--- src/rtl/RV32I_definitions.sv ---
// RV32I_definitions: shared types for the fetch unit and its branch target buffer.
package RV32I_definitions;

   typedef enum logic [1:0] {
      STRONG_NT = 2'd0,
      WEAK_NT   = 2'd1,
      WEAK_T    = 2'd2,
      STRONG_T  = 2'd3
   } btb_ctr_t;

   localparam btb_ctr_t BTB_CTR_ALLOC = WEAK_T;

   // Saturating step of a 2-bit predictor counter toward taken (up=1) or not taken.
   function automatic btb_ctr_t ctr_step(input btb_ctr_t c, input logic up);
      return up ? ((c == STRONG_T) ? STRONG_T : btb_ctr_t'(c + 2'd1))
                : ((c == STRONG_NT) ? STRONG_NT : btb_ctr_t'(c - 2'd1));
   endfunction

endpackage

--- src/rtl/if_btb.sv ---
// if_btb: direct-mapped branch target buffer with 2-bit counters.
// Only the valid bits are reset; the data array is left uninitialised.
module if_btb
   import RV32I_definitions::*;
#(
   parameter int XLEN      = 32,
   parameter int BTB_DEPTH = 16
) (
   input  logic            i_clk,
   input  logic            i_rst,
   input  logic [XLEN-1:0] i_lkp_pc,
   output logic            o_pred_taken,
   output logic [XLEN-1:0] o_pred_target,
   input  logic            i_upd_valid,
   input  logic [XLEN-1:0] i_upd_pc,
   input  logic [XLEN-1:0] i_upd_target,
   input  logic            i_upd_taken
);
   localparam int IDX_W = $clog2(BTB_DEPTH);
   localparam int TAG_W = XLEN - 2 - IDX_W;

   typedef struct packed {
      logic [TAG_W-1:0] tag;
      logic [XLEN-1:0]  target;
      btb_ctr_t         ctr;
   } btb_entry_t;

   logic [BTB_DEPTH-1:0] r_valid;
   btb_entry_t           r_data [BTB_DEPTH];
   logic [IDX_W-1:0]     w_lidx, w_uidx;
   btb_entry_t           w_lent, w_uent, w_wdata;
   logic                 w_lhit, w_uhit, w_unused;

   assign w_lidx        = i_lkp_pc[IDX_W+1:2];
   assign w_lent        = r_data[w_lidx];
   assign w_lhit        = r_valid[w_lidx] && (w_lent.tag == i_lkp_pc[XLEN-1:IDX_W+2]) && (i_lkp_pc[1:0] == 2'b00);
   assign o_pred_taken  = w_lhit & w_lent.ctr[1];
   assign o_pred_target = o_pred_taken ? w_lent.target : '0;

   assign w_uidx   = i_upd_pc[IDX_W+1:2];
   assign w_uent   = r_data[w_uidx];
   assign w_uhit   = r_valid[w_uidx] && (w_uent.tag == i_upd_pc[XLEN-1:IDX_W+2]);
   assign w_unused = ^i_upd_pc[1:0];

   always_comb begin
      w_wdata        = w_uent;
      w_wdata.ctr    = w_uhit ? ctr_step(w_uent.ctr, i_upd_taken) : BTB_CTR_ALLOC;
      w_wdata.target = i_upd_taken ? i_upd_target : w_uent.target;
      w_wdata.tag    = i_upd_pc[XLEN-1:IDX_W+2];
   end

   always_ff @(posedge i_clk or posedge i_rst)
      if (i_rst)
         r_valid <= '0;
      else if (i_upd_valid && i_upd_taken && !w_uhit)
         r_valid[w_uidx] <= 1'b1;

   // A not-taken miss leaves the slot alone; every other update rewrites it.
   always_ff @(posedge i_clk)
      if (i_upd_valid && (w_uhit || i_upd_taken))
         r_data[w_uidx] <= w_wdata;

endmodule

--- src/rtl/if_pc_predict.sv ---
// if_pc_predict: fetch PC register with prioritised redirects, stall and BTB prediction.
module if_pc_predict #(
   parameter int              XLEN         = 32,
   parameter logic [XLEN-1:0] RESET_VECTOR = '0,
   parameter int              BTB_DEPTH    = 16
) (
   input  logic            Clk,
   input  logic            Reset,
   input  logic            PC_Stall,
   input  logic            Trap_Redirect,
   input  logic [XLEN-1:0] Trap_Vector,
   input  logic            EX_PC_Branch,
   input  logic [XLEN-1:0] EX_PC_Branch_dest,
   input  logic            ID_Jump,
   input  logic [XLEN-1:0] ID_PC_dest,
   input  logic            EX_Upd_Valid,
   input  logic [XLEN-1:0] EX_Upd_PC,
   input  logic [XLEN-1:0] EX_Upd_Target,
   input  logic            EX_Upd_Taken,
   output logic [XLEN-1:0] PC_Out,
   output logic            PC_Pred_Taken,
   output logic [XLEN-1:0] PC_Pred_Target,
   output logic            PC_Misaligned
);
   logic [XLEN-1:0] r_pc, w_next;

   if_btb #(.XLEN(XLEN), .BTB_DEPTH(BTB_DEPTH)) u_btb (
      .i_clk         (Clk),
      .i_rst         (Reset),
      .i_lkp_pc      (r_pc),
      .o_pred_taken  (PC_Pred_Taken),
      .o_pred_target (PC_Pred_Target),
      .i_upd_valid   (EX_Upd_Valid),
      .i_upd_pc      (EX_Upd_PC),
      .i_upd_target  (EX_Upd_Target),
      .i_upd_taken   (EX_Upd_Taken)
   );

   // Flushes outrank the hazard stall; prediction only applies to a free-running fetch.
   always_comb
      w_next = Trap_Redirect ? Trap_Vector :
               EX_PC_Branch  ? EX_PC_Branch_dest :
               ID_Jump       ? ID_PC_dest :
               PC_Stall      ? r_pc :
               PC_Pred_Taken ? PC_Pred_Target : r_pc + XLEN'(4);

   always_ff @(posedge Clk or posedge Reset)
      if (Reset)
         r_pc <= RESET_VECTOR;
      else
         r_pc <= w_next;

   assign PC_Out        = r_pc;
   assign PC_Misaligned = |r_pc[1:0];

endmodule

--- config.mk ---
export PLATFORM = sky130hd
export DESIGN_NAME = if_pc_predict
export DESIGN_NICKNAME = d
export VERILOG_FILES = /design/src/rtl/RV32I_definitions.sv /design/src/rtl/if_btb.sv /design/src/rtl/if_pc_predict.sv
export SDC_FILE = /design/constraint.sdc
export NUM_CORES = 2
export LEC_CHECK = 0
export ABC_AREA = 1
export CAP_MARGIN = 10
export CELL_PAD_IN_SITES_DETAIL_PLACEMENT = 0
export CELL_PAD_IN_SITES_GLOBAL_PLACEMENT = 1
export CORE_MARGIN = 8
export CORE_UTILIZATION = 52
export CTS_CLUSTER_SIZE = 25
export DETAILED_ROUTE_END_ITERATION = 16
export PLACE_DENSITY = 0.88
export SLEW_MARGIN = 20
export SYNTH_ARGS = -nofsm -noshare
export SYNTH_HDL_FRONTEND = slang
export SYNTH_SLANG_ARGS = --single-unit
--- constraint.sdc ---
create_clock -name Clk -period 9.6 [get_ports Clk]
set_input_delay 1.92 -clock Clk [delete_from_list [all_inputs] [get_ports Clk]]
set_output_delay 1.92 -clock Clk [all_outputs]
set_load 0.01 [all_outputs]
After elaboration in Yosys (flattened, before gate mapping):

Memory sizes are Yosys's and may differ from the RTL's.
Cells that the tools add are included.

* flip-flop bits (word level): 48
* output and inout bits: 66
* logic and storage cells: 46
* input port bits: 168
* memories: 1
* bits in writable memories: 960

* magnitude comparators: 3
* add/subtract/negate cells: 3
* equal/unequal tests: 4
* muxes and demuxes: 19
* reduce and logical (&&, ||, !) cells: 12
* bitwise logic cells: 2

Memory list
* u_btb.r_data: depth 16, bits a word 60, read ports 2, clocked after Yosys merged registers in 0, write ports 1, line if_btb.sv:29 `btb_entry_t r_data [BTB_DEPTH];`

Operator list (count)
* 2-to-1 mux 32 bit: 7
* == test 26 bit: 2
* adder 32 x 3 -> 32 bit (second input constant): 1
* OR 16 bit: 1
* less-than comparator 4 x 5 -> 1 bit (second input constant): 2
* binary-select mux 1 bit (select 4 bit): 2
* 2-to-1 mux 2 bit: 4
* logical AND 1 bit: 7
* 2-to-1 mux 1 bit: 5
* demux 1 bit (select 4 bit): 1
* >= comparator 4 x 1 -> 1 bit (second input constant): 1
* logical NOT 2 bit: 2
* != test 4 x 1 -> 1 bit (second input constant): 1
* adder 2 x 1 -> 2 bit (second input constant): 1
* == test 2 bit (second input constant): 1
* OR reduction 2 bit: 1
* subtractor 2 x 1 -> 2 bit (second input constant): 1
* AND 1 bit: 1
* logical NOT 1 bit: 1
* logical OR 1 bit: 1

Logic depth before layout (Yosys ltp):

* word-level depth: 11
* gate-level depth with buffers: 24
* depth with buffers taken out: 20

Modules after synthesis:

A second synthesis with hierarchy kept.

* cell total of the unflattened synthesis: 5242
* area total of the unflattened synthesis: 50593.5 um^2

Modules (own cells, without submodules)
* if_btb: instances 1, seq. area each 29228.0 um^2, area each 47451.8 um^2, cells an instance 4768
* if_pc_predict: instances 1, seq. area each 800.8 um^2, area each 3141.8 um^2, cells an instance 474

Worst setup path before layout:

OpenSTA, ideal clock, no wires.

* kind: input to register
* start: in EX_Upd_PC[3]
* end: mem u_btb.r_data[10][0] (netlist bit), enable pin
* path buffers: 2
* slack: 2.934 ns
* library setup time: 0.478 ns
* data arrival time: 6.188 ns
* data required time: 9.122 ns
* stages: 16
* cell sequence: nand2_1 inv_2 buf_2 a22oi_1 a21oi_1 or2_2 o21bai_1 nand2_1 nor2_1 nand2_1 nor2_1 nand2_1 o21ai_1 nand2_1 buf_2 nor2_1

* cells in the longest elaborated chain, start to end: 7
* elaborated cells between the ends (all ways): 9
* classes of those cells: eq/ne: 1; mux: 4; reduce/logical: 3; memory: 1

Ends and longest elaborated chain
* from (decl): line if_pc_predict.sv:17 `input logic [XLEN-1:0] EX_Upd_PC,`
* memory read (16 x 60 bit) / binary-select mux 1 bit (select 4 bit) (equally long branches)
* == test 26 bit / 2-to-1 mux 1 bit (equally long branches): line if_btb.sv:42 `assign w_uhit = r_valid[w_uidx] && (w_uent.tag == i_upd_pc[XLEN-1:IDX_W+2]);`
* logical AND 1 bit: line if_btb.sv:42
* logical OR 1 bit: line if_btb.sv:60 `if (i_upd_valid && (w_uhit || i_upd_taken))`
* logical AND 1 bit: line if_btb.sv:60
* 2-to-1 mux 1 bit: line if_btb.sv:60
* 2-to-1 mux 1 bit (not written as such): line if_btb.sv:61 `r_data[w_uidx] <= w_wdata;`
* to (decl): line if_btb.sv:29

Parallel ways exist; a longest one is shown, timed or not. The select of a mux whose other input is x is not followed.

Worst setup path in the final report:

* start: reg r_pc[3] (netlist: PC_Out[3])
* end: out PC_Pred_Target[20]

* cells in the longest elaborated chain, start to end: 6
* elaborated cells between the ends (all ways): 8
* classes of those cells: eq/ne: 1; mux: 3; bitwise: 1; reduce/logical: 2; memory: 1

Ends and longest elaborated chain
* from (decl): line if_pc_predict.sv:25 `logic [XLEN-1:0] r_pc, w_next;`
* from (signal assigned): line if_pc_predict.sv:51 `r_pc <= w_next;`
* memory read (16 x 60 bit) / binary-select mux 1 bit (select 4 bit) (equally long branches)
* == test 26 bit / 2-to-1 mux 1 bit (equally long branches): line if_btb.sv:36 `assign w_lhit = r_valid[w_lidx] && (w_lent.tag == i_lkp_pc[XLEN-1:IDX_W+2]) && (i_lkp_pc[1:0] == 2'b00);`
* logical AND 1 bit (2 in a row): line if_btb.sv:36
* AND 1 bit: line if_btb.sv:37 `assign o_pred_taken = w_lhit & w_lent.ctr[1];`
* 2-to-1 mux 32 bit (*): line if_btb.sv:38 `assign o_pred_target = o_pred_taken ? w_lent.target : '0;`
* to (decl): line if_pc_predict.sv:22 `output logic [XLEN-1:0] PC_Pred_Target,`

Every way passes the cells marked *; elsewhere a longest branch is shown, timed or not. The select of a mux whose other input is x is not followed.

==> results.yml <==
yosys:
  synth_top_area_cell: "edfxtp_1"
  ys_ff_latch: 1008
  yosysSeqAreaShare_pct: 61.4
  synth_ff_type: "edfxtp_1"
  ys_async_sr_fraction_pct: 4.76
  netlist_area_um2: 48900
  synthTopCellsByCount: "nand2_1, edfxtp_1, nand3_1, nor2_1, a22oi_1"
  synth_nets: 5015
  yosysWarnings: 0
  avgSynthCellArea_um2: 10.1
  synth_cell_type_count: 43
  synth_edf_count: 960
  synth_cells: 4846
  ys_top_cells_by_area: "edfxtp_1, nand2_1, a22oi_1"
  yosysMostFrequentCell: "nand2_1"
  synth_top_area_share_pct: 58.9
clocking:
  cts_tree: "yes"
  cts_buffers: 105
  worstSkewPairLatency_ps: 700
  post-cts-setup-buffer-count: 0
  clock_sinks: 1008
  cts_hold_buf: 0
  root_buffer: "clkbuf_16"
  clk_pin_slew_worst_paths_ps: 60
  cts_buffer_depth: 3
  cts.repair.resized: 0
  cts_max_level: 3
timing:
  hold_violations: 0
  fin_worst_skew_ps: 40.4
  period_minus_slack_ps: 8360
  setup-tns-final_ps: 0
  setup_viol: 0
  max_freq_ghz: 0.120
  slew_headroom_pct: 19.7
  hold_ws_ps: 507
  rsz0062_at_grt: "no"
  worstMarginPinSlew_ps: 1200
  slew_violations: 0
  setup_slack_ps: 1240
  timing.final.crit_share_pct: 87.1
placement:
  pre_cts_slack_ps: 1960
  dp_cells: 6082
  gp_congestion: 0.893
  io_buffer_count: 231
  dp_hpwl_um: 99000
cells_and_area:
  synthToLayoutAreaGrowth_pct: 14.6
  fin_cells: 6277
  fin_nets: 5104
  drive_above_1_share_pct: 6.67
floorplan:
  initial_utilization_pct: 52.4
  die_w_um: 323
  ios: 234
  rows: 112
  core_um2: 93300
  dieArea_um2: 104000
  die_y_um: 323
route:
  ant_nets: 0
  routedWlPerCell_um: 28.6
  wirelength_um: 180000
  drt-initial-drc-count: 6639
  drc: 0
  dr.pass1.iters: 6
  vias: 41842
  via_per_inst: 6.67
hold_path:
  hold_path.class: "register to register"
critical_path:
  cp-end-kind: "primary output"
  path_max_fanout: 151
  cp-start-kind: "register"
  worstPathRequired_ps: 7680
  critical_path_class: "register to primary output"
  worst_ep_arrival_time_ps: 6440
pwr:
  power_uw: 10800
  p_leak_uw: 0.0200
  ir_drop_v: 0.000173
  p_per_area_nw_per_um2: 193
global_route:
  overflow: 0
  antenna_found_initial: 8
  grt_pass1_vias: 39867
  grt_max_degree: 171
  grt_usage_pct: 33.2
  grt_pass1_wl_um: 259000
status:
  outcome: "finished, final reports clean"
job:
  maxCapViolations: 0
## metal layers
layer	track usage [%]	up-vias	wire length (um)
li1	-	17854	-
met1	43.3	20118	64900
met2	50.8	3236	79800
met3	8.03	624	23500
met4	18.9	10	11500
met5	0	-	53
## final cells by class
cell class                 instances  area, um^2
fill                            7705       37300
sequential                      1008       30000
multi-input combinational       3239       16600
timing repair buffer             342        3340
clock buffer                     128        2800
tap                             1254        1570
inverter                         239         926
clock inverter                    64         747
antenna                            3        7.51
## worst paths after layout
check                                           to         startpoint  slack, ps  depth (start not counted)
worst min-delay path             u_btb.r_valid[10]  u_btb.r_valid[10]        510                          2
worst max register to register          PC_Out[25]          PC_Out[2]       3950                         20
min in group asynchronous               PC_Out[25]              Reset       1730                          3
worst min register to register   u_btb.r_valid[10]  u_btb.r_valid[10]        510                          2
worst max-delay path            PC_Pred_Target[20]          PC_Out[3]       1240                         14
max in group asynchronous                PC_Out[5]              Reset       7230                          3
## power breakdown
part	total, uW	leakage [uW]	switching, uW	internal, uW
Clock	4220	0.00174	1750	2470
Combinational	1600	0.00905	1130	471
Sequential	4990	0.00919	86.1	4910
## through the flow
| step | area [um^2] | util (%) |
|---|---|---|
| 2_1_floorplan | 48900 | - |
| 3_3_place_gp | 52500 | 56.2 |
| 3_5_place_dp | 52500 | 56.2 |
| 4_1_cts | 56000 | 60.0 |
| 5_1_grt | 56100 | 60.1 |
| 6_report | 56100 | 60.1 |
## cell usage in the layout (no fill, tap or decap), types with 15 or more instances in the layout
cell type        instances
edfxtp_1               960
or2_1                   15
nand2_1               1023
o211ai_1                80
a21oi_1                315
buf_4                   95
bufinv_16               15
xor2_1                  27
nand3_1                431
o22ai_1                 80
clkdlybuf4s50_1        230
clkinv_2                27
buf_12                  16
o221ai_1                92
nor4_1                  21
o21ai_0                230
clkbuf_1                18
a22oi_1                407
a221oi_1                20
dfrtp_1                 44
clkbuf_16              108
inv_1                  227
nor2_4                  20
nor2_1                 389
## flip-flops by register name (all words and copies together), names as in the netlist
register	flops
PC_Out	32
u_btb.r_valid	16
u_btb.r_data	960
## critical path, cell delays in order (launching register included)
cell	delay [ps]
dfrtp_4	750
inv_8	670
buf_4	540
nand3_1	120
nand3_1	160
nand3_1	130
nor2_1	240
nand2_1	90
nor2_1	110
nand2_1	60
nor2_1	240
nand2_2	660
buf_4	470
a21oi_1	450
clkdlybuf4s50_1	670
## cells by family after synthesis
kind of cell | synth area share [%]
AND/OR/NAND/NOR | 16.4
AO/OA/AOI/OAI | 16.7
flip-flops | 61.4
buffers and inverters | 5.01
XOR/XNOR | 0.519
adder cells (fa/ha/maj) | 0.0256
Note: power is estimated with default switching activity, not from simulation.
